[config.mk]
export PLATFORM = sky130hd
export DESIGN_NAME = mem_lsu
export DESIGN_NICKNAME = d
export VERILOG_FILES = /design/src/rtl/mem_lsu_pkg.sv /design/src/rtl/mem_lsu_align.sv /design/src/rtl/mem_lsu.sv
export SDC_FILE = /design/constraint.sdc
export NUM_CORES = 1
export LEC_CHECK = 0
export BUFFER_PORTS_ARGS = -buffer_cell sky130_fd_sc_hd__buf_4
export CORE_UTILIZATION = 40
export CTS_BUF_LIST = sky130_fd_sc_hd__clkbuf_8
export DETAILED_ROUTE_END_ITERATION = 8
export GPL_TIMING_DRIVEN = 0
export PLACE_DENSITY = 0.66
export REMOVE_ABC_BUFFERS = 1
export SLEW_MARGIN = 20
export SYNTH_ARGS = -nofsm -noshare
export SYNTH_HDL_FRONTEND = slang
export SYNTH_HIERARCHICAL = 1
export SYNTH_SLANG_ARGS = --single-unit
[constraint.sdc]
create_clock -name clk -period 3.9 [get_ports clk]
set_input_delay 0.975 -clock clk [delete_from_list [all_inputs] [get_ports clk]]
set_output_delay 0.975 -clock clk [all_outputs]
set_load 0.02 [all_outputs]
[src/rtl/mem_lsu_pkg.sv]
`default_nettype none
// ============================================================================
// Module      : mem_lsu_pkg
// Description : Shared opcodes, exception codes, FSM states and decode helpers
//               for the memory-access stage.
// Revision    : 1.0 - initial release
// ============================================================================
package mem_lsu_pkg;

  // Memory operation codes carried on ex_aluop
  localparam logic [7:0] EXE_LB_OP  = 8'hE0;
  localparam logic [7:0] EXE_LBU_OP = 8'hE4;
  localparam logic [7:0] EXE_LH_OP  = 8'hE1;
  localparam logic [7:0] EXE_LHU_OP = 8'hE5;
  localparam logic [7:0] EXE_LW_OP  = 8'hE3;
  localparam logic [7:0] EXE_SB_OP  = 8'hE8;
  localparam logic [7:0] EXE_SH_OP  = 8'hE9;
  localparam logic [7:0] EXE_SW_OP  = 8'hEB;

  // Exception codes reported on excp_code
  localparam logic [1:0] EXCP_MISALIGN = 2'b01;
  localparam logic [1:0] EXCP_BUS_ERR  = 2'b10;
  localparam logic [1:0] EXCP_TIMEOUT  = 2'b11;

  // ST_DRAIN finishes a flushed transfer without reporting its result
  typedef enum logic [1:0] {
    ST_IDLE  = 2'b00,
    ST_BUS   = 2'b01,
    ST_DRAIN = 2'b10
  } lsu_state_e;

  function automatic logic is_mem_op(input logic [7:0] op);
    case (op)
      EXE_LB_OP, EXE_LBU_OP, EXE_LH_OP, EXE_LHU_OP, EXE_LW_OP,
      EXE_SB_OP, EXE_SH_OP, EXE_SW_OP: is_mem_op = 1'b1;
      default:                         is_mem_op = 1'b0;
    endcase
  endfunction

  function automatic logic is_store_op(input logic [7:0] op);
    is_store_op = (op == EXE_SB_OP) || (op == EXE_SH_OP) || (op == EXE_SW_OP);
  endfunction

  // Halfwords need addr[0]=0, words need addr[1:0]=0; bytes are always aligned
  function automatic logic is_misaligned(input logic [7:0] op, input logic [1:0] lo);
    case (op)
      EXE_LH_OP, EXE_LHU_OP, EXE_SH_OP: is_misaligned = lo[0];
      EXE_LW_OP, EXE_SW_OP:             is_misaligned = |lo;
      default:                          is_misaligned = 1'b0;
    endcase
  endfunction

endpackage
`default_nettype wire

[src/rtl/mem_lsu_align.sv]
`default_nettype none
// ============================================================================
// Module      : mem_lsu_align
// Description : Combinational byte-lane logic: store lane enables and data
//               replication, plus load lane extraction and extension.
// Revision    : 1.0 - initial release
// ============================================================================
module mem_lsu_align
  import mem_lsu_pkg::*;
#(
  parameter int DATA_W = 32
) (
  input  logic [7:0]        op_i,
  input  logic [1:0]        addr_lo_i,
  input  logic [DATA_W-1:0] store_data_i,
  input  logic [DATA_W-1:0] rdata_i,
  output logic [3:0]        sel_o,
  output logic [DATA_W-1:0] wdata_o,
  output logic [DATA_W-1:0] load_data_o
);

  logic [7:0]  w_byte;
  logic [15:0] w_half;

  // Select the addressed lane(s) of the read word
  assign w_byte = 8'(rdata_i >> {addr_lo_i, 3'b000});
  assign w_half = 16'(rdata_i >> {addr_lo_i[1], 4'b0000});

  // Lane enables and replicated store data; loads use the same lane map
  always_comb begin
    sel_o   = 4'b0000;
    wdata_o = '0;
    case (op_i)
      EXE_LB_OP, EXE_LBU_OP, EXE_SB_OP: begin
        sel_o   = 4'b0001 << addr_lo_i;
        wdata_o = {4{store_data_i[7:0]}};
      end
      EXE_LH_OP, EXE_LHU_OP, EXE_SH_OP: begin
        sel_o   = 4'b0011 << {addr_lo_i[1], 1'b0};
        wdata_o = {2{store_data_i[15:0]}};
      end
      EXE_LW_OP, EXE_SW_OP: begin
        sel_o   = 4'b1111;
        wdata_o = store_data_i;
      end
      default: ;
    endcase
  end

  // Sign- or zero-extend the selected load lane
  always_comb begin
    load_data_o = '0;
    case (op_i)
      EXE_LB_OP:  load_data_o = {{(DATA_W-8){w_byte[7]}}, w_byte};
      EXE_LBU_OP: load_data_o = {{(DATA_W-8){1'b0}}, w_byte};
      EXE_LH_OP:  load_data_o = {{(DATA_W-16){w_half[15]}}, w_half};
      EXE_LHU_OP: load_data_o = {{(DATA_W-16){1'b0}}, w_half};
      EXE_LW_OP:  load_data_o = rdata_i;
      default: ;
    endcase
  end

endmodule
`default_nettype wire

[src/rtl/mem_lsu.sv]
`default_nettype none
// ============================================================================
// Module      : mem_lsu
// Description : Memory-access pipeline stage. Passes ALU results through with
//               one cycle of latency and runs single-beat req/ack bus cycles
//               for loads and stores, reporting misalignment, bus error and
//               bus timeout as exceptions.
// Revision    : 1.0 - initial release
// ============================================================================
module mem_lsu
  import mem_lsu_pkg::*;
#(
  parameter int DATA_W     = 32,
  parameter int ADDR_W     = 32,
  parameter int REG_ADDR_W = 5,
  parameter int TIMEOUT    = 255
) (
  input  logic                  clk,
  input  logic                  rst,
  input  logic                  flush_i,
  input  logic                  ex_valid_i,
  input  logic [7:0]            ex_aluop_i,
  input  logic [REG_ADDR_W-1:0] ex_wd_i,
  input  logic                  ex_wreg_i,
  input  logic [DATA_W-1:0]     ex_wdata_i,
  input  logic [ADDR_W-1:0]     ex_mem_addr_i,
  input  logic [DATA_W-1:0]     ex_store_data_i,
  output logic                  stallreq_o,
  output logic                  bus_req_o,
  output logic                  bus_we_o,
  output logic [ADDR_W-1:0]     bus_addr_o,
  output logic [3:0]            bus_sel_o,
  output logic [DATA_W-1:0]     bus_wdata_o,
  input  logic                  bus_ack_i,
  input  logic                  bus_err_i,
  input  logic [DATA_W-1:0]     bus_rdata_i,
  output logic                  wb_valid_o,
  output logic [REG_ADDR_W-1:0] wb_wd_o,
  output logic                  wb_wreg_o,
  output logic [DATA_W-1:0]     wb_wdata_o,
  output logic                  excp_o,
  output logic [1:0]            excp_code_o,
  output logic [ADDR_W-1:0]     excp_addr_o
);

  // Last bus_req cycle index before a timeout abort
  localparam logic [7:0] c_to_last = 8'(TIMEOUT - 1);

  lsu_state_e            state_q, state_d;
  logic [7:0]            cnt_q, cnt_d;
  logic [7:0]            op_q, op_d;
  logic [REG_ADDR_W-1:0] wd_q, wd_d;
  logic                  wreg_q, wreg_d;
  logic [ADDR_W-1:0]     addr_q, addr_d;
  logic                  bus_req_q, bus_req_d;
  logic                  bus_we_q, bus_we_d;
  logic [ADDR_W-1:0]     bus_addr_q, bus_addr_d;
  logic [3:0]            bus_sel_q, bus_sel_d;
  logic [DATA_W-1:0]     bus_wdata_q, bus_wdata_d;
  logic                  wb_valid_q, wb_valid_d;
  logic [REG_ADDR_W-1:0] wb_wd_q, wb_wd_d;
  logic                  wb_wreg_q, wb_wreg_d;
  logic [DATA_W-1:0]     wb_wdata_q, wb_wdata_d;
  logic                  excp_q, excp_d;
  logic [1:0]            excp_code_q, excp_code_d;
  logic [ADDR_W-1:0]     excp_addr_q, excp_addr_d;

  logic [7:0]            w_align_op;
  logic [1:0]            w_align_lo;
  logic [3:0]            w_sel;
  logic [DATA_W-1:0]     w_wdata;
  logic [DATA_W-1:0]     w_load_data;
  logic                  w_term;

  // One lane unit serves both phases: the incoming op in IDLE, the captured op on the bus
  assign w_align_op = (state_q == ST_IDLE) ? ex_aluop_i : op_q;
  assign w_align_lo = (state_q == ST_IDLE) ? ex_mem_addr_i[1:0] : addr_q[1:0];

  mem_lsu_align #(
    .DATA_W (DATA_W)
  ) u_align (
    .op_i         (w_align_op),
    .addr_lo_i    (w_align_lo),
    .store_data_i (ex_store_data_i),
    .rdata_i      (bus_rdata_i),
    .sel_o        (w_sel),
    .wdata_o      (w_wdata),
    .load_data_o  (w_load_data)
  );

  assign w_term = bus_ack_i | bus_err_i | (cnt_q == c_to_last);

  // Next-state and output decode; every pulse output defaults low
  always_comb begin
    state_d     = state_q;
    cnt_d       = cnt_q;
    op_d        = op_q;
    wd_d        = wd_q;
    wreg_d      = wreg_q;
    addr_d      = addr_q;
    bus_req_d   = bus_req_q;
    bus_we_d    = bus_we_q;
    bus_addr_d  = bus_addr_q;
    bus_sel_d   = bus_sel_q;
    bus_wdata_d = bus_wdata_q;
    wb_valid_d  = 1'b0;
    wb_wd_d     = wb_wd_q;
    wb_wreg_d   = wb_wreg_q;
    wb_wdata_d  = wb_wdata_q;
    excp_d      = 1'b0;
    excp_code_d = excp_code_q;
    excp_addr_d = excp_addr_q;
    case (state_q)
      ST_IDLE: begin
        if (ex_valid_i && !flush_i) begin
          if (!is_mem_op(ex_aluop_i)) begin
            wb_valid_d = 1'b1;
            wb_wd_d    = ex_wd_i;
            wb_wreg_d  = ex_wreg_i;
            wb_wdata_d = ex_wdata_i;
          end else if (is_misaligned(ex_aluop_i, ex_mem_addr_i[1:0])) begin
            excp_d      = 1'b1;
            excp_code_d = EXCP_MISALIGN;
            excp_addr_d = ex_mem_addr_i;
          end else begin
            state_d     = ST_BUS;
            cnt_d       = 8'd0;
            op_d        = ex_aluop_i;
            wd_d        = ex_wd_i;
            wreg_d      = ex_wreg_i;
            addr_d      = ex_mem_addr_i;
            bus_req_d   = 1'b1;
            bus_we_d    = is_store_op(ex_aluop_i);
            bus_addr_d  = {ex_mem_addr_i[ADDR_W-1:2], 2'b00};
            bus_sel_d   = w_sel;
            bus_wdata_d = w_wdata;
          end
        end
      end
      ST_BUS, ST_DRAIN: begin
        if (w_term) begin
          state_d   = ST_IDLE;
          cnt_d     = 8'd0;
          bus_req_d = 1'b0;
          // A flush on the terminating cycle still discards the result
          if (state_q == ST_BUS && !flush_i) begin
            if (bus_err_i) begin
              excp_d      = 1'b1;
              excp_code_d = EXCP_BUS_ERR;
              excp_addr_d = addr_q;
            end else if (bus_ack_i) begin
              wb_valid_d = 1'b1;
              wb_wd_d    = wd_q;
              if (is_store_op(op_q)) begin
                wb_wreg_d = 1'b0;
              end else begin
                wb_wreg_d  = wreg_q;
                wb_wdata_d = w_load_data;
              end
            end else begin
              excp_d      = 1'b1;
              excp_code_d = EXCP_TIMEOUT;
              excp_addr_d = addr_q;
            end
          end
        end else begin
          cnt_d = cnt_q + 8'd1;
          if (flush_i) begin
            state_d = ST_DRAIN;
          end
        end
      end
      default: state_d = ST_IDLE;
    endcase
  end

  // State and output registers with synchronous reset
  always_ff @(posedge clk) begin
    if (rst) begin
      state_q     <= ST_IDLE;
      cnt_q       <= '0;
      op_q        <= '0;
      wd_q        <= '0;
      wreg_q      <= 1'b0;
      addr_q      <= '0;
      bus_req_q   <= 1'b0;
      bus_we_q    <= 1'b0;
      bus_addr_q  <= '0;
      bus_sel_q   <= '0;
      bus_wdata_q <= '0;
      wb_valid_q  <= 1'b0;
      wb_wd_q     <= '0;
      wb_wreg_q   <= 1'b0;
      wb_wdata_q  <= '0;
      excp_q      <= 1'b0;
      excp_code_q <= '0;
      excp_addr_q <= '0;
    end else begin
      state_q     <= state_d;
      cnt_q       <= cnt_d;
      op_q        <= op_d;
      wd_q        <= wd_d;
      wreg_q      <= wreg_d;
      addr_q      <= addr_d;
      bus_req_q   <= bus_req_d;
      bus_we_q    <= bus_we_d;
      bus_addr_q  <= bus_addr_d;
      bus_sel_q   <= bus_sel_d;
      bus_wdata_q <= bus_wdata_d;
      wb_valid_q  <= wb_valid_d;
      wb_wd_q     <= wb_wd_d;
      wb_wreg_q   <= wb_wreg_d;
      wb_wdata_q  <= wb_wdata_d;
      excp_q      <= excp_d;
      excp_code_q <= excp_code_d;
      excp_addr_q <= excp_addr_d;
    end
  end

  assign stallreq_o  = (state_q != ST_IDLE);
  assign bus_req_o   = bus_req_q;
  assign bus_we_o    = bus_we_q;
  assign bus_addr_o  = bus_addr_q;
  assign bus_sel_o   = bus_sel_q;
  assign bus_wdata_o = bus_wdata_q;
  assign wb_valid_o  = wb_valid_q;
  assign wb_wd_o     = wb_wd_q;
  assign wb_wreg_o   = wb_wreg_q;
  assign wb_wdata_o  = wb_wdata_q;
  assign excp_o      = excp_q;
  assign excp_code_o = excp_code_q;
  assign excp_addr_o = excp_addr_q;

endmodule
`default_nettype wire

# ---- Word-level counts from Yosys, hierarchy flattened
# Index checks and enable logic that the tools add are counted.
dict set report word_totals {
  register_bits 198
  output_inout_bits 145
}
dict set report op_classes {
  n_addsub 1
  eq_ne 34
  shifts 4
  n_mux 82
  bitwise 3
  n_reduce_logical 25
}
# operator count
set ops {}
lappend ops {{two-way mux 32 bit} 14}
lappend ops {{== test 8 bit (second input constant)} 20}
lappend ops {{one-hot mux 32 bit (5 select lines)} 1}
lappend ops {{one-hot mux 32 bit (2 select lines)} 2}
lappend ops {{one-hot mux 32 bit (3 select lines)} 1}
lappend ops {{two-way mux 8 bit} 5}
lappend ops {{right shift 32 x 5 -> 16 bit} 1}
lappend ops {{right shift 32 x 5 -> 8 bit} 1}
lappend ops {{two-way mux 1 bit} 30}
lappend ops {{two-way mux 5 bit} 6}
lappend ops {{two-way mux 2 bit} 13}
lappend ops {{one-hot mux 8 bit (2 select lines)} 1}
lappend ops {{!= test 2 bit (second input constant)} 7}
lappend ops {{AND reduction 7 bit} 2}
lappend ops {{one-hot mux 4 bit (3 select lines)} 1}
lappend ops {{AND reduction 4 bit} 3}
lappend ops {{one-hot mux 1 bit (2 select lines)} 5}
lappend ops {{one-hot mux 5 bit (2 select lines)} 1}
lappend ops {{OR reduction 3 bit} 3}
lappend ops {{adder 8 x 1 -> 8 bit (second input constant)} 1}
lappend ops {{one-hot mux 2 bit (2 select lines)} 2}
lappend ops {{AND reduction 8 bit} 1}
lappend ops {{OR reduction 2 bit} 4}
lappend ops {{OR reduction 8 bit} 1}
lappend ops {{other kinds (14)} 23}

# ---- Logic depth before layout (Yosys ltp)
# Gate-level depths: netlist of run 1.
dict set report logic_depth {
  word_depth 12
  ltp_mapped 14
  depth_no_buf 9
}

# ---- Cells and area by module
# Netlist of run 1, hierarchy kept.
# module n_inst cells_each area_per_inst_um2 seq_area_each_um2
set modules_own_cells {}
lappend modules_own_cells {mem_lsu 1 835 7475.9 3363.2}
lappend modules_own_cells {mem_lsu_align 1 177 1411.4 0.0}

# ---- Least setup slack after synthesis of run 1
# OpenSTA, ideal clock, no wires.
dict set report synth_timing {
  path_type {reg-to-reg}
  startpoint {register state_q[0]}
  endpoint {register wb_wdata_q[5] (netlist: wb_wdata_o[5])}
  setup_ns 0.146
  t_arrival_ns 2.604
  slack_ns 1.149
  path_stages_with_launch 14
  path_buffers 5
  synth_period_minus_slack_ns 2.751
  path_cell_list {dfxtp_1 > inv_1 > ha_1 > buf_4 > clkbuf_1 > mux2_2 > buf_4 > and3b_1 > buf_6 > and3_4 > buf_6 > a221o_1 > mux2i_1 > a211oi_2}
}
dict set report synth_via {
  elab_chain_cells 10
  elab_cells_between_ends 30
  classes_between {eq/ne (14); shift (2); mux (9); reduce/logical (5)}
}
# item line
set synth_lines {}
lappend synth_lines {{start: declaration} mem_lsu.sv:49} ;# lsu_state_e state_q, state_d;
lappend synth_lines {{start signal: assignment} mem_lsu.sv:199} ;# state_q <= state_d;
lappend synth_lines {{zero test 2 bit (*)} mem_lsu.sv:76} ;# assign w_align_op = (state_q == ST_IDLE) ? ex_aluop_i : op_q;
lappend synth_lines {{two-way mux 8 bit (*)} mem_lsu.sv:76}
lappend synth_lines {{named net w_align_op[0]} mem_lsu.sv:68} ;# logic [7:0] w_align_op;
lappend synth_lines {{== test 8 bit} mem_lsu_align.sv:53} ;# case (op_i)
lappend synth_lines {{one-hot mux 32 bit (5 select lines) (*)} mem_lsu_align.sv:53}
lappend synth_lines {{named net w_load_data[5]} mem_lsu.sv:72} ;# logic [DATA_W-1:0] w_load_data;
lappend synth_lines {{two-way mux 32 bit (*)} mem_lsu.sv:154} ;# if (is_store_op(op_q)) begin
lappend synth_lines {{two-way mux 32 bit (*)} mem_lsu.sv:151} ;# end else if (bus_ack_i) begin
lappend synth_lines {{two-way mux 32 bit (*)} mem_lsu.sv:147} ;# if (bus_err_i) begin
lappend synth_lines {{two-way mux 32 bit (*)} mem_lsu.sv:146} ;# if (state_q == ST_BUS && !flush_i) begin
lappend synth_lines {{two-way mux 32 bit (*)} mem_lsu.sv:141} ;# if (w_term) begin
lappend synth_lines {{one-hot mux 32 bit (2 select lines) (*)} mem_lsu.sv:113} ;# case (state_q)
lappend synth_lines {{end signal: assignment} mem_lsu.sv:213} ;# wb_wdata_q <= wb_wdata_d;
lappend synth_lines {{end: declaration} mem_lsu.sv:63} ;# logic [DATA_W-1:0] wb_wdata_q, wb_wdata_d;
# Mark *: on every way through the listed nets, which the timed path passes. The rest lies on a longest branch. The select of a mux whose other input is x is not followed.
# A chain may end at the register's enable or synchronous reset.

# ---- Worst setup path in the final report of run 1
dict set report layout_timing {
  startpoint {register state_q[0]}
  endpoint {register bus_wdata_q[23] (netlist: bus_wdata_o[23])}
}
dict set report layout_via {
  elab_chain_cells 5
  elab_cells_between_ends 15
  classes_between {eq/ne (8); mux (2); reduce/logical (5)}
}
# item line
set layout_lines {}
lappend layout_lines {{zero test 2 bit (*)} mem_lsu.sv:76}
lappend layout_lines {{two-way mux 8 bit (*)} mem_lsu.sv:76}
lappend layout_lines {{named net w_align_op[1]} mem_lsu.sv:68}
lappend layout_lines {{== test 8 bit} mem_lsu_align.sv:33} ;# case (op_i)
lappend layout_lines {{OR reduction 3 bit or OR reduction 2 bit (tied branches)} mem_lsu_align.sv:33}
lappend layout_lines {{one-hot mux 32 bit (3 select lines) (*)} mem_lsu_align.sv:33}
lappend layout_lines {{named net w_wdata[23]} mem_lsu.sv:71} ;# logic [DATA_W-1:0] w_wdata;
lappend layout_lines {{end signal: assignment} mem_lsu.sv:209} ;# bus_wdata_q <= bus_wdata_d;
lappend layout_lines {{end: declaration} mem_lsu.sv:59} ;# logic [DATA_W-1:0] bus_wdata_q, bus_wdata_d;
# Mark *: on every way through the listed nets, which the timed path passes. The rest lies on a longest branch.

==> Flow_metrics.wiki, run 1 <==
{| class="wikitable"
! Metric !! Value
|-
| Start point of the worst hold path || excp_code_o[1]
|-
| WHS Path Cells || 2
|-
| Cell types with the largest area share after synthesis || sky130_fd_sc_hd__dfxtp_1 38%, sky130_fd_sc_hd__mux2i_1 8.9%, sky130_fd_sc_hd__nand2_1 7.7%
|-
| Worst Setup Start Kind || flop
|-
| Cell at the slowest stage of the critical path || sky130_fd_sc_hd__o21ai_0
|-
| Depth of the most critical reg-to-reg path || 8
|-
| Final sum of negative setup slack || 0 ns
|-
| Total wire length || 26600 um
|-
| GPL Wtd Cong || 0.812
|-
| Pin count of the biggest net entering global routing || 98
|-
| Initial antenna violation count || 0
|-
| Classification of the worst setup path || reg2reg
|-
| Max-cap violation count || 0
|-
| Worst-case hold path end point || excp_code_o[1]
|-
| Clock root buffer || sky130_fd_sc_hd__clkbuf_8
|-
| Flops & latches, synth || 168
|-
| Delay of the slowest cell on the worst path || 0.84 ns
|-
| Count of buffers from port buffering || 290
|-
| WP buf/inv || 1
|-
| Part of the Yosys area used for sequential elements || 0.378
|-
| Commonest cells after routing, fill and taps aside || 289 x sky130_fd_sc_hd__buf_4, 182 x sky130_fd_sc_hd__nand2_1, 168 x sky130_fd_sc_hd__dfxtp_1
|-
| Setup Buffers After CTS || 0
|-
| Sequence of cells on the critical path || inv_1 -> ha_4 -> o21ai_0 -> and2_1 -> nor3b_4 -> a22o_1 -> nand2_1 -> a21oi_1
|-
| Synth cell types || 67
|-
| Number of CTS-inserted buffers || 17
|-
| Cells after Synth || 1012
|-
| Cell family with most CP delay || simple AND/OR/NAND/NOR gates
|-
| Skew-Pair Late Insertion Delay || 0.48 ns
|-
| Share of layout cells above drive strength 1 || 0.327
|-
| Antenna viol nets, final || 0
|-
| Width of the die || 151 um
|-
| RSZ-0062 raised after global routing || no
|-
| Die height || 151 um
|-
| Wire length of the first global-routing pass || 40800 um
|-
| Minimum hold slack || 0.458 ns
|-
| Standard-cell rows || 54
|-
| Worst supply voltage drop on vdd || 277 uV
|-
| Number of gates resized after CTS || 0
|-
| Core area || 0.0218 mm2
|-
| CTS tree || done
|-
| Worst flop-to-flop path endpoint || bus_wdata_o[23]
|-
| Clock tree buffer depth || 2
|-
| Static Leakage || 4.39 nW
|-
| Mean post-synth cell area || 8.78 um2
|-
| Antenna diode count || 0
|-
| DRC violation count after routing || 0
|-
| Detail-routed via count per cell || 5.40
|-
| Area grow syn2layout || 27.7%
|-
| Critical path arrival || 4.04 ns
|-
| Global-route usage over all layers || 0.229
|-
| Critical Path Sink Type || flop
|-
| Post-detailed-route wirelength per cell || 17.6 um
|-
| Maximum achievable frequency || 275 MHz
|-
| Setup slack of the most critical reg-to-reg path || 0.27 ns
|-
| Fraction of synthesized cell area taken by the top area cell type || 0.378
|-
| Clock-pin slew on the worst setup and hold paths || 0.11 ns
|-
| Clock Sink Count || 168
|-
| Post-synth ARST share || 0
|-
| Final hold violation count || 0
|-
| R2r startpoint || state_q[0]
|-
| Cell taking the most area after synthesis || sky130_fd_sc_hd__dfxtp_1
|-
| Number of max-slew violations in the final report || 0
|-
| Number of iterations in the first detailed-routing pass || 5
|-
| Initial standard-cell utilization of the core || 0.407
|-
| Pwr Density || 535 mW/mm2
|-
| Worst slew pin tran || 1.05 ns
|-
| Aggregate global routing overflow || 0
|-
| Number of buffers added to fix hold violations after cts || 0
|-
| HPWL reported at the end of detailed placement || 18600 um
|-
| Worst min-delay path category || reg2reg
|-
| Number of setup violations in the final report || 0
|-
| Initial DRC Count || 346
|-
| Period utilisation layout || 0.931
|-
| Final net count || 1368
|-
| Most common library cell in the layout ignoring fill and taps || sky130_fd_sc_hd__buf_4
|-
| Maximum net fanout on the critical path || 18
|-
| Overall die area || 0.0228 mm2
|-
| Final worst path period need || 3.63 ns
|-
| I/O pins || 293
|-
| Via count of the first global-routing pass || 7603
|-
| Post-synth EDFFs || 0
|-
| Clock skew after layout || 0.0264 ns
|-
| Total via count after detailed routing || 8141
|-
| Prevailing post-synth register cell || sky130_fd_sc_hd__dfxtp_1
|-
| Data required time at the worst endpoint || 4.31 ns
|-
| Post-synthesis cell area || 0.00889 mm2
|-
| Warnings from Yosys || 6
|-
| Slew headroom || 0.292
|-
| H-tree levels || 4
|-
| Outcome || completed
|}
## synth_stat cells, types with 3 or more instances
cell type / count
sky130_fd_sc_hd__a211oi_1: 44
sky130_fd_sc_hd__a211oi_2: 28
sky130_fd_sc_hd__a21o_1: 3
sky130_fd_sc_hd__a21oi_1: 114
sky130_fd_sc_hd__a221o_1: 8
sky130_fd_sc_hd__a22o_1: 17
sky130_fd_sc_hd__a31oi_1: 17
sky130_fd_sc_hd__a32o_1: 5
sky130_fd_sc_hd__and2_1: 3
sky130_fd_sc_hd__and3_1: 15
sky130_fd_sc_hd__buf_1: 3
sky130_fd_sc_hd__buf_2: 16
sky130_fd_sc_hd__buf_4: 55
sky130_fd_sc_hd__buf_6: 10
sky130_fd_sc_hd__clkbuf_1: 36
sky130_fd_sc_hd__dfxtp_1: 168
sky130_fd_sc_hd__ha_1: 5
sky130_fd_sc_hd__inv_1: 12
sky130_fd_sc_hd__mux2_2: 10
sky130_fd_sc_hd__mux2i_1: 79
sky130_fd_sc_hd__mux4_2: 8
sky130_fd_sc_hd__nand2_1: 182
sky130_fd_sc_hd__nand3_1: 9
sky130_fd_sc_hd__nand4_1: 16
sky130_fd_sc_hd__nor2_1: 54
sky130_fd_sc_hd__nor2b_1: 3
sky130_fd_sc_hd__nor3_1: 5
sky130_fd_sc_hd__nor3b_1: 9
sky130_fd_sc_hd__nor4_1: 3
sky130_fd_sc_hd__o211ai_1: 8
sky130_fd_sc_hd__o21ai_0: 14
sky130_fd_sc_hd__o2bb2ai_1: 8
sky130_fd_sc_hd__o31ai_1: 3
## final cells by class
cell class | instances | area, um2
timing repair buffer | 305 | 2430
fill | 2109 | 10500
sequential | 168 | 3360
inverter | 12 | 45.0
clock buffer | 17 | 234
multi-input combinational | 711 | 4750
clock inverter | 15 | 164
tap | 280 | 350
## worst max-delay path by stage
stage                     slack (ns)              end  depth (start not counted)     startpoint
after detailed placement        0.25  bus_wdata_o[23]                          8  ex_aluop_i[1]
after CTS                       0.27  bus_wdata_o[23]                          8     state_q[1]
after global routing            0.02  bus_wdata_o[23]                          8     state_q[1]
final                           0.27  bus_wdata_o[23]                          8     state_q[0]
after global placement         -3.35         cnt_q[3]                          6  ex_aluop_i[4]
after floorplan                -1.66   wb_wdata_o[10]                          7     state_q[0]
## cells by family after synthesis
group,share of synthesized area
other,0.000422
adder cells (fa/ha/maj),0.00704
AND/OR/NAND/NOR,0.164
buffers and inverters,0.0908
multiplexers,0.122
flip-flops,0.378
AO/OA/AOI/OAI,0.237
## through the flow
stage | setup slack, ns | util | total power, W | cell area [um2] | instances
finish | 0.269 | 0.520 | 0.00607 | 11300 | 1508
floorplan | -1.66 | - | 0.00391 | 8130 | 891
global route | 0.0231 | 0.520 | 0.00642 | 11300 | 1508
detailed placement | 0.245 | 0.502 | 0.00485 | 10900 | 1476
global placement | -3.35 | 0.488 | 0.00477 | 10700 | 1461
CTS | 0.265 | 0.520 | 0.00613 | 11300 | 1508
## worst min-delay path, delay by kind of cell, from the launching register on
| kind | cells | cell delay (ns) |
|---|---|---|
| AO/OA/AOI/OAI | 1 | 0.05 |
| flip-flops | 1 | 0.33 |
| AND/OR/NAND/NOR | 1 | 0.05 |
## routing by layer
layer  up-vias  part of all wire  track usage
met1      3820              0.43        0.290
met5         -                 0            0
met4         0             0.018       0.0745
met2       262              0.48        0.378
met3        29             0.071       0.0578
li1       4030                 -            -
## power by group
part | total, W | internal, W | switching [W]
clock network | 0.00127 | 0.000487 | 0.000784
logic | 0.00279 | 0.00117 | 0.00161
registers | 0.00201 | 0.00191 | 0.000103
total | 0.00607 | 0.00357 | 0.00250
## sequential cells by signal, indices dropped and copies added (netlist names), 4 cells and up
register	flops
excp_addr_o	32
wb_wd_o	5
wb_wdata_o	32
op_q	8
addr_q	32
cnt_q	8
bus_wdata_o	32
bus_sel_o	4
wd_q	5
Power figures use the tool's default switching activity.
==> run 2: changes to the inputs <==
MAX_ROUTING_LAYER = met4   (was unset)
==> run 2 against run 1 <==
Sequential share of layout area stayed put. Via count hardly changed. Non-clock buffer count stayed put.
==> Flow_metrics.wiki, run 2 (synthesis gave the netlist of run 1 again) <==
{| class="wikitable"
! Metric !! Value
|-
| Outcome || completed
|-
| Initial antenna violation count || 0 (unchanged)
|-
| H-tree levels || 4 (unchanged)
|-
| Placement-stage worst setup slack || 0.245 ns (unchanged)
|-
| Initial DRC Count || 313 (-9.5%)
|-
| Count of buffers from port buffering || 290 (unchanged)
|-
| Classification of the worst setup path || reg2reg
|-
| Clock share of power || 0.209 (about the same)
|-
| Clock tree buffer depth || 2 (unchanged)
|-
| Clock skew after layout || 0.0253 ns (-0.00110 ns)
|-
| Number of buffers added to fix hold violations after cts || 0 (unchanged)
|-
| Minimum hold slack || 0.459 ns (+0.00108 ns)
|-
| Die height || 151 um (unchanged)
|-
| Overall die area || 0.0228 mm2 (unchanged)
|-
| Static Leakage || 4.39 nW (unchanged)
|-
| Setup Buffers After CTS || 0 (unchanged)
|-
| Post-detailed-route wirelength per cell || 17.6 um (about the same)
|-
| Aggregate global routing overflow || 0 (unchanged)
|-
| Pwr Density || 535 mW/mm2 (about the same)
|-
| HPWL reported at the end of detailed placement || 18600 um (unchanged)
|-
| Critical path arrival || 4.03 ns (about the same)
|-
| Final Util || 0.520 (unchanged)
|-
| Worst supply voltage drop on vdd || 279 uV (+0.58%)
|-
| Total wire length || 26600 um (about the same)
|-
| Area grow syn2layout || 27.7% (unchanged)
|-
| Pwr Total || 0.00607 W (about the same)
|-
| Share of layout cells above drive strength 1 || 0.327 (unchanged)
|-
| Final net count || 1368 (unchanged)
|-
| Total via count after detailed routing || 8144 (+0.037%)
|-
| Standard-cell rows || 54 (unchanged)
|-
| Global-route usage over all layers || 0.235 (+0.00637)
|-
| Detail-routed via count per cell || 5.40 (about the same)
|-
| Proportion of total power due to net switching || 0.412 (about the same)
|-
| Period utilisation layout || 0.931 (about the same)
|-
| Maximum net fanout on the critical path || 18 (unchanged)
|-
| Least setup slack across all paths after layout || 0.268 ns (-0.000648 ns)
|-
| Clock-pin slew on the worst setup and hold paths || 0.11 ns (about the same)
|-
| CTS tree || done
|-
| Antenna diode count || 0 (unchanged)
|-
| Pin count of the biggest net entering global routing || 98 (unchanged)
|-
| Clock root buffer || sky130_fd_sc_hd__clkbuf_8
|-
| Final hold violation count || 0 (unchanged)
|-
| GPL Wtd Cong || 0.824 (+1.5%)
|-
| Critical Path Sink Type || flop
|-
| Number of gates resized after CTS || 0 (unchanged)
|-
| Slew headroom || 0.298 (+0.00601)
|-
| Initial standard-cell utilization of the core || 0.407 (unchanged)
|-
| Most common library cell in the layout ignoring fill and taps || sky130_fd_sc_hd__buf_4
|-
| Number of iterations in the first detailed-routing pass || 5 (unchanged)
|-
| RSZ-0062 raised after global routing || no
|-
| Number of max-slew violations in the final report || 0 (unchanged)
|-
| Number of setup violations in the final report || 0 (unchanged)
|-
| Data required time at the worst endpoint || 4.30 ns (about the same)
|-
| Wire length of the first global-routing pass || 40800 um (-0.17%)
|-
| Setup slack of the most critical reg-to-reg path || 0.27 ns (about the same)
|-
| Number of CTS-inserted buffers || 17 (unchanged)
|-
| DRC violation count after routing || 0 (unchanged)
|-
| Clock Sink Count || 168 (unchanged)
|-
| Skew-Pair Late Insertion Delay || 0.48 ns (about the same)
|-
| Power share of the sequential group || 0.332 (about the same)
|-
| Via count of the first global-routing pass || 7593 (-0.13%)
|-
| Total internal power || 0.00357 W (about the same)
|-
| Max-cap violation count || 0 (unchanged)
|-
| Worst Setup Start Kind || flop
|-
| Width of the die || 151 um (unchanged)
|-
| Worst min-delay path category || reg2reg
|-
| Worst slew pin tran || 1.04 ns (-0.00893 ns)
|-
| Core area || 0.0218 mm2 (unchanged)
|-
| Relative contribution of combinational cells to total power || 0.459 (about the same)
|-
| Antenna viol nets, final || 0 (unchanged)
|-
| Maximum achievable frequency || 275 MHz (about the same)
|-
| Final worst path period need || 3.63 ns (+0.000648 ns)
|-
| Commonest cells after routing, fill and taps aside || 289 x sky130_fd_sc_hd__buf_4, 182 x sky130_fd_sc_hd__nand2_1, 168 x sky130_fd_sc_hd__dfxtp_1
|-
| I/O pins || 293 (unchanged)
|-
| Power dissipated by switching net loads || 0.00250 W (-0.10%)
|}
run 2: cell counts in the layout (fill, tap and decap cells not counted):
No cell type changed its count.
run 2: final timing paths:
path,endpoint,from,cells after the start
max,bus_wdata_o[23],state_q[0],8
min,bus_wdata_o[22],bus_wdata_o[22],2
max reg2reg,bus_wdata_o[23],state_q[0],8
min reg2reg,bus_wdata_o[22],bus_wdata_o[22],2
run 2: critical path, stage by stage (launching register included):
cell                      delay (ns)
sky130_fd_sc_hd__dfxtp_1        0.37
sky130_fd_sc_hd__inv_1          0.09
sky130_fd_sc_hd__ha_4           0.25
sky130_fd_sc_hd__o21ai_0        0.84
sky130_fd_sc_hd__and2_1         0.71
sky130_fd_sc_hd__nor3b_4        0.84
sky130_fd_sc_hd__a22o_1         0.26
sky130_fd_sc_hd__nand2_1        0.05
sky130_fd_sc_hd__a21oi_1        0.14
run 2: metrics by stage:
stage                     setup TNS, ns  instances  area, um2
after CTS                             0       1508      11300
after global placement          -462.27       1461      10700
after global routing                  0       1508      11300
after floorplan                 -129.41        891       8130
after detailed placement              0       1476      10900
final                                 0       1508      11300
run 2: power by group through the flow:
stage	combinational (W)	clock [W]	sequential [W]
6_report	0.00278	0.00127	0.00201
2_1_floorplan	0.00164	0	0.00227
4_1_cts	0.00280	0.00132	0.00202
5_1_grt	0.00298	0.00139	0.00204
3_3_place_gp	0.00273	0	0.00204
3_5_place_dp	0.00280	0	0.00205
run 2: area by class of cell:
cell class,instances,area [um2]
Clock buffer,17,234
Timing Repair Buffer,305,2430
Fill cell,2109,10500
Multi-Input combinational cell,711,4750
Tap cell,280,350
Clock inverter,15,164
Sequential cell,168,3360
Inverter,12,45.0
run 2: routing by layer:
layer	track usage	wire (um)
met1	0.292	11500
met2	0.378	12700
met3	0.0551	1920
met4	0.0700	463
met5	-	0
==> run 3: changes to the inputs <==
REMOVE_ABC_BUFFERS = unset   (was 1)
==> run 3 against run 2 <==
Wire length increased by 11%. Largest cell class unchanged. Critical path depth increased by 5. Sequential share of layout area decreased by 1.3 points.
==> Flow_metrics.wiki, run 3 (synthesis gave the netlist of run 1 again) <==
{| class="wikitable"
! Metric !! Value
|-
| Outcome || completed
|-
| Final sum of negative setup slack || 0 ns (unchanged)
|-
| Area taken by multi-input logic gates || 0.00472 mm2 (-0.71%)
|-
| Wire length of the first global-routing pass || 44800 um (+9.9%)
|-
| Number of setup violations in the final report || 0 (unchanged)
|-
| Placement-stage worst setup slack || 0.612 ns (+0.367 ns)
|-
| Total wire length || 29500 um (+11%)
|-
| Worst slew pin tran || 0.928 ns (-0.114 ns)
|-
| Initial antenna violation count || 0 (unchanged)
|-
| Classification of the worst setup path || reg2reg
|-
| Detail-routed via count per cell || 5.40 (about the same)
|-
| Final net count || 1475 (+7.8%)
|-
| Standard-cell rows || 54 (unchanged)
|-
| Overall die area || 0.0228 mm2 (unchanged)
|-
| Initial DRC Count || 472 (+51%)
|-
| Share of layout cells above drive strength 1 || 0.348 (+0.0210)
|-
| Commonest cells after routing, fill and taps aside || 345 x sky130_fd_sc_hd__buf_4, 182 x sky130_fd_sc_hd__nand2_1, 168 x sky130_fd_sc_hd__dfxtp_1
|-
| Number of CTS-inserted buffers || 17 (unchanged)
|-
| Total via count after detailed routing || 8726 (+7.1%)
|-
| Number of gates resized after CTS || 0 (unchanged)
|-
| DRC violation count after routing || 0 (unchanged)
|-
| Count of buffers from port buffering || 290 (unchanged)
|-
| Initial standard-cell utilization of the core || 0.407 (unchanged)
|-
| Antenna viol nets, final || 0 (unchanged)
|-
| Setup Buffers After CTS || 0 (unchanged)
|-
| Worst Setup Start Kind || flop
|-
| Final hold violation count || 0 (unchanged)
|-
| Total of fill cells in the finished design || 2054 (-2.6%)
|-
| Antenna diode count || 0 (unchanged)
|-
| Pwr Density || 534 mW/mm2 (-0.15%)
|-
| Number of iterations in the first detailed-routing pass || 5 (unchanged)
|-
| Worst min-delay path category || reg2reg
|-
| Critical Path Sink Type || flop
|-
| Storage cell area || 0.00336 mm2 (unchanged)
|-
| Area grow syn2layout || 33.5%
|-
| Slew headroom || 0.377 (+0.0785)
|-
| Maximum achievable frequency || 296 MHz (+7.6%)
|-
| Period utilisation layout || 0.865 (-0.0658)
|-
| Global-route usage over all layers || 0.263 (+0.0281)
|-
| Clock Sink Count || 168 (unchanged)
|-
| I/O pins || 293 (unchanged)
|-
| Data required time at the worst endpoint || 4.29 ns (about the same)
|-
| Worst supply voltage drop on vdd || 302 uV (+8.4%)
|-
| Max-cap violation count || 0 (unchanged)
|-
| Clock skew after layout || 0.0178 ns (-0.00754 ns)
|-
| Width of the die || 151 um (unchanged)
|-
| Critical path arrival || 3.77 ns (-0.26 ns)
|-
| Clock root buffer || sky130_fd_sc_hd__clkbuf_8
|-
| Clock-pin slew on the worst setup and hold paths || 0.10 ns (about the same)
|-
| RSZ-0062 raised after global routing || no
|-
| HPWL reported at the end of detailed placement || 22600 um (+22%)
|-
| Minimum hold slack || 0.459 ns (+0.000803 ns)
|-
| Post-detailed-route wirelength per cell || 18.3 um (+3.8%)
|-
| Aggregate global routing overflow || 0 (unchanged)
|-
| Most common library cell in the layout ignoring fill and taps || sky130_fd_sc_hd__buf_4
|-
| Static Leakage || 4.78 nW (+8.9%)
|-
| Clock tree buffer depth || 2 (unchanged)
|-
| Skew-Pair Late Insertion Delay || 0.47 ns (about the same)
|-
| Placement Cell Area || 0.0114 mm2 (+4.3%)
|-
| Maximum net fanout on the critical path || 10 (-8)
|-
| H-tree levels || 4 (unchanged)
|-
| GPL Wtd Cong || 0.956 (+16%)
|-
| Number of max-slew violations in the final report || 0 (unchanged)
|-
| Final cell area excluding filler cells || 0.0119 mm2 (+4.6%)
|-
| Pin count of the biggest net entering global routing || 17 (-83%)
|-
| Core area || 0.0218 mm2 (unchanged)
|-
| Via count of the first global-routing pass || 8319 (+9.6%)
|-
| Final Util || 0.544 (+0.0240)
|-
| Least setup slack across all paths after layout || 0.525 ns (+0.257 ns)
|-
| Number of buffers added to fix hold violations after cts || 0 (unchanged)
|-
| Final worst path period need || 3.38 ns (-0.257 ns)
|-
| CTS tree || done
|-
| Die height || 151 um (unchanged)
|}
[run 3: cell types whose count changed in the layout (fill, tap and decap cells not counted), moves of 3 or more]
cell                        previous run  this run
sky130_fd_sc_hd__buf_4               289       345
sky130_fd_sc_hd__clkbuf_1              0        36
sky130_fd_sc_hd__buf_2                 0        16
sky130_fd_sc_hd__buf_8                 7         0
sky130_fd_sc_hd__buf_6                 4        10
sky130_fd_sc_hd__bufinv_16             0         4
sky130_fd_sc_hd__buf_1                 0         3
sky130_fd_sc_hd__buf_12                3         0
sky130_fd_sc_hd__clkinv_8              3         0
[run 3: per-layer routing]
metal | vias to the layer above | global-route usage | routed length, um
met5 | - | - | 0
met4 | 0 | 0.0915 | 769
met3 | 53 | 0.0515 | 1780
met2 | 308 | 0.410 | 13800
met1 | 4120 | 0.339 | 13200
li1 | 4245 | - | -
[run 3: power by group]
part,switching (W),internal [W],total [W]
Combinational,0.00168,0.00120,0.00287
Sequential,0.000118,0.00191,0.00203
Clock,0.000720,0.000717,0.00144
[run 3: cell type report]
| type | count | share of cell area |
|---|---|---|
| Multi-Input combinational cell | 711 | 0.398 |
| Sequential cell | 168 | 0.283 |
| Timing Repair Buffer | 290 | 0.183 |
| Buffer | 122 | 0.0642 |
| Tap cell | 280 | 0.0295 |
| Clock buffer | 17 | 0.0197 |
| Clock inverter | 15 | 0.0182 |
| Inverter | 12 | 0.00380 |
[run 3: worst paths after layout]
kind / endpoint / startpoint / slack [ns] / cells past startpoint
worst max-delay path: wb_wdata_o[10] / state_q[0] / 0.52 / 13
worst max register to register: wb_wdata_o[10] / state_q[0] / 0.52 / 13
worst min-delay path: wd_q[1] / wd_q[1] / 0.46 / 2
worst min register to register: wd_q[1] / wd_q[1] / 0.46 / 2
[run 3: per-stage QoR]
stage / std cells / power (W)
6_report: 1615 / 0.00634
5_1_grt: 1615 / 0.00666
4_1_cts: 1615 / 0.00635
3_5_place_dp: 1583 / 0.00491
3_3_place_gp: 1583 / 0.00488
2_1_floorplan: 1013 / 0.00401
[run 3: critical path, stage by stage (launching register included)]
cell and delay [ns]:
sky130_fd_sc_hd__dfxtp_1 0.34, sky130_fd_sc_hd__inv_1 0.08, sky130_fd_sc_hd__ha_1 0.14, sky130_fd_sc_hd__buf_4 0.17, sky130_fd_sc_hd__clkbuf_1 0.43, sky130_fd_sc_hd__mux2_2 0.41
sky130_fd_sc_hd__and4b_1 0.32, sky130_fd_sc_hd__buf_2 0.23, sky130_fd_sc_hd__buf_4 0.21, sky130_fd_sc_hd__buf_2 0.25, sky130_fd_sc_hd__nand4_1 0.11, sky130_fd_sc_hd__o211ai_1 0.18
sky130_fd_sc_hd__mux2i_1 0.17, sky130_fd_sc_hd__a211oi_2 0.25
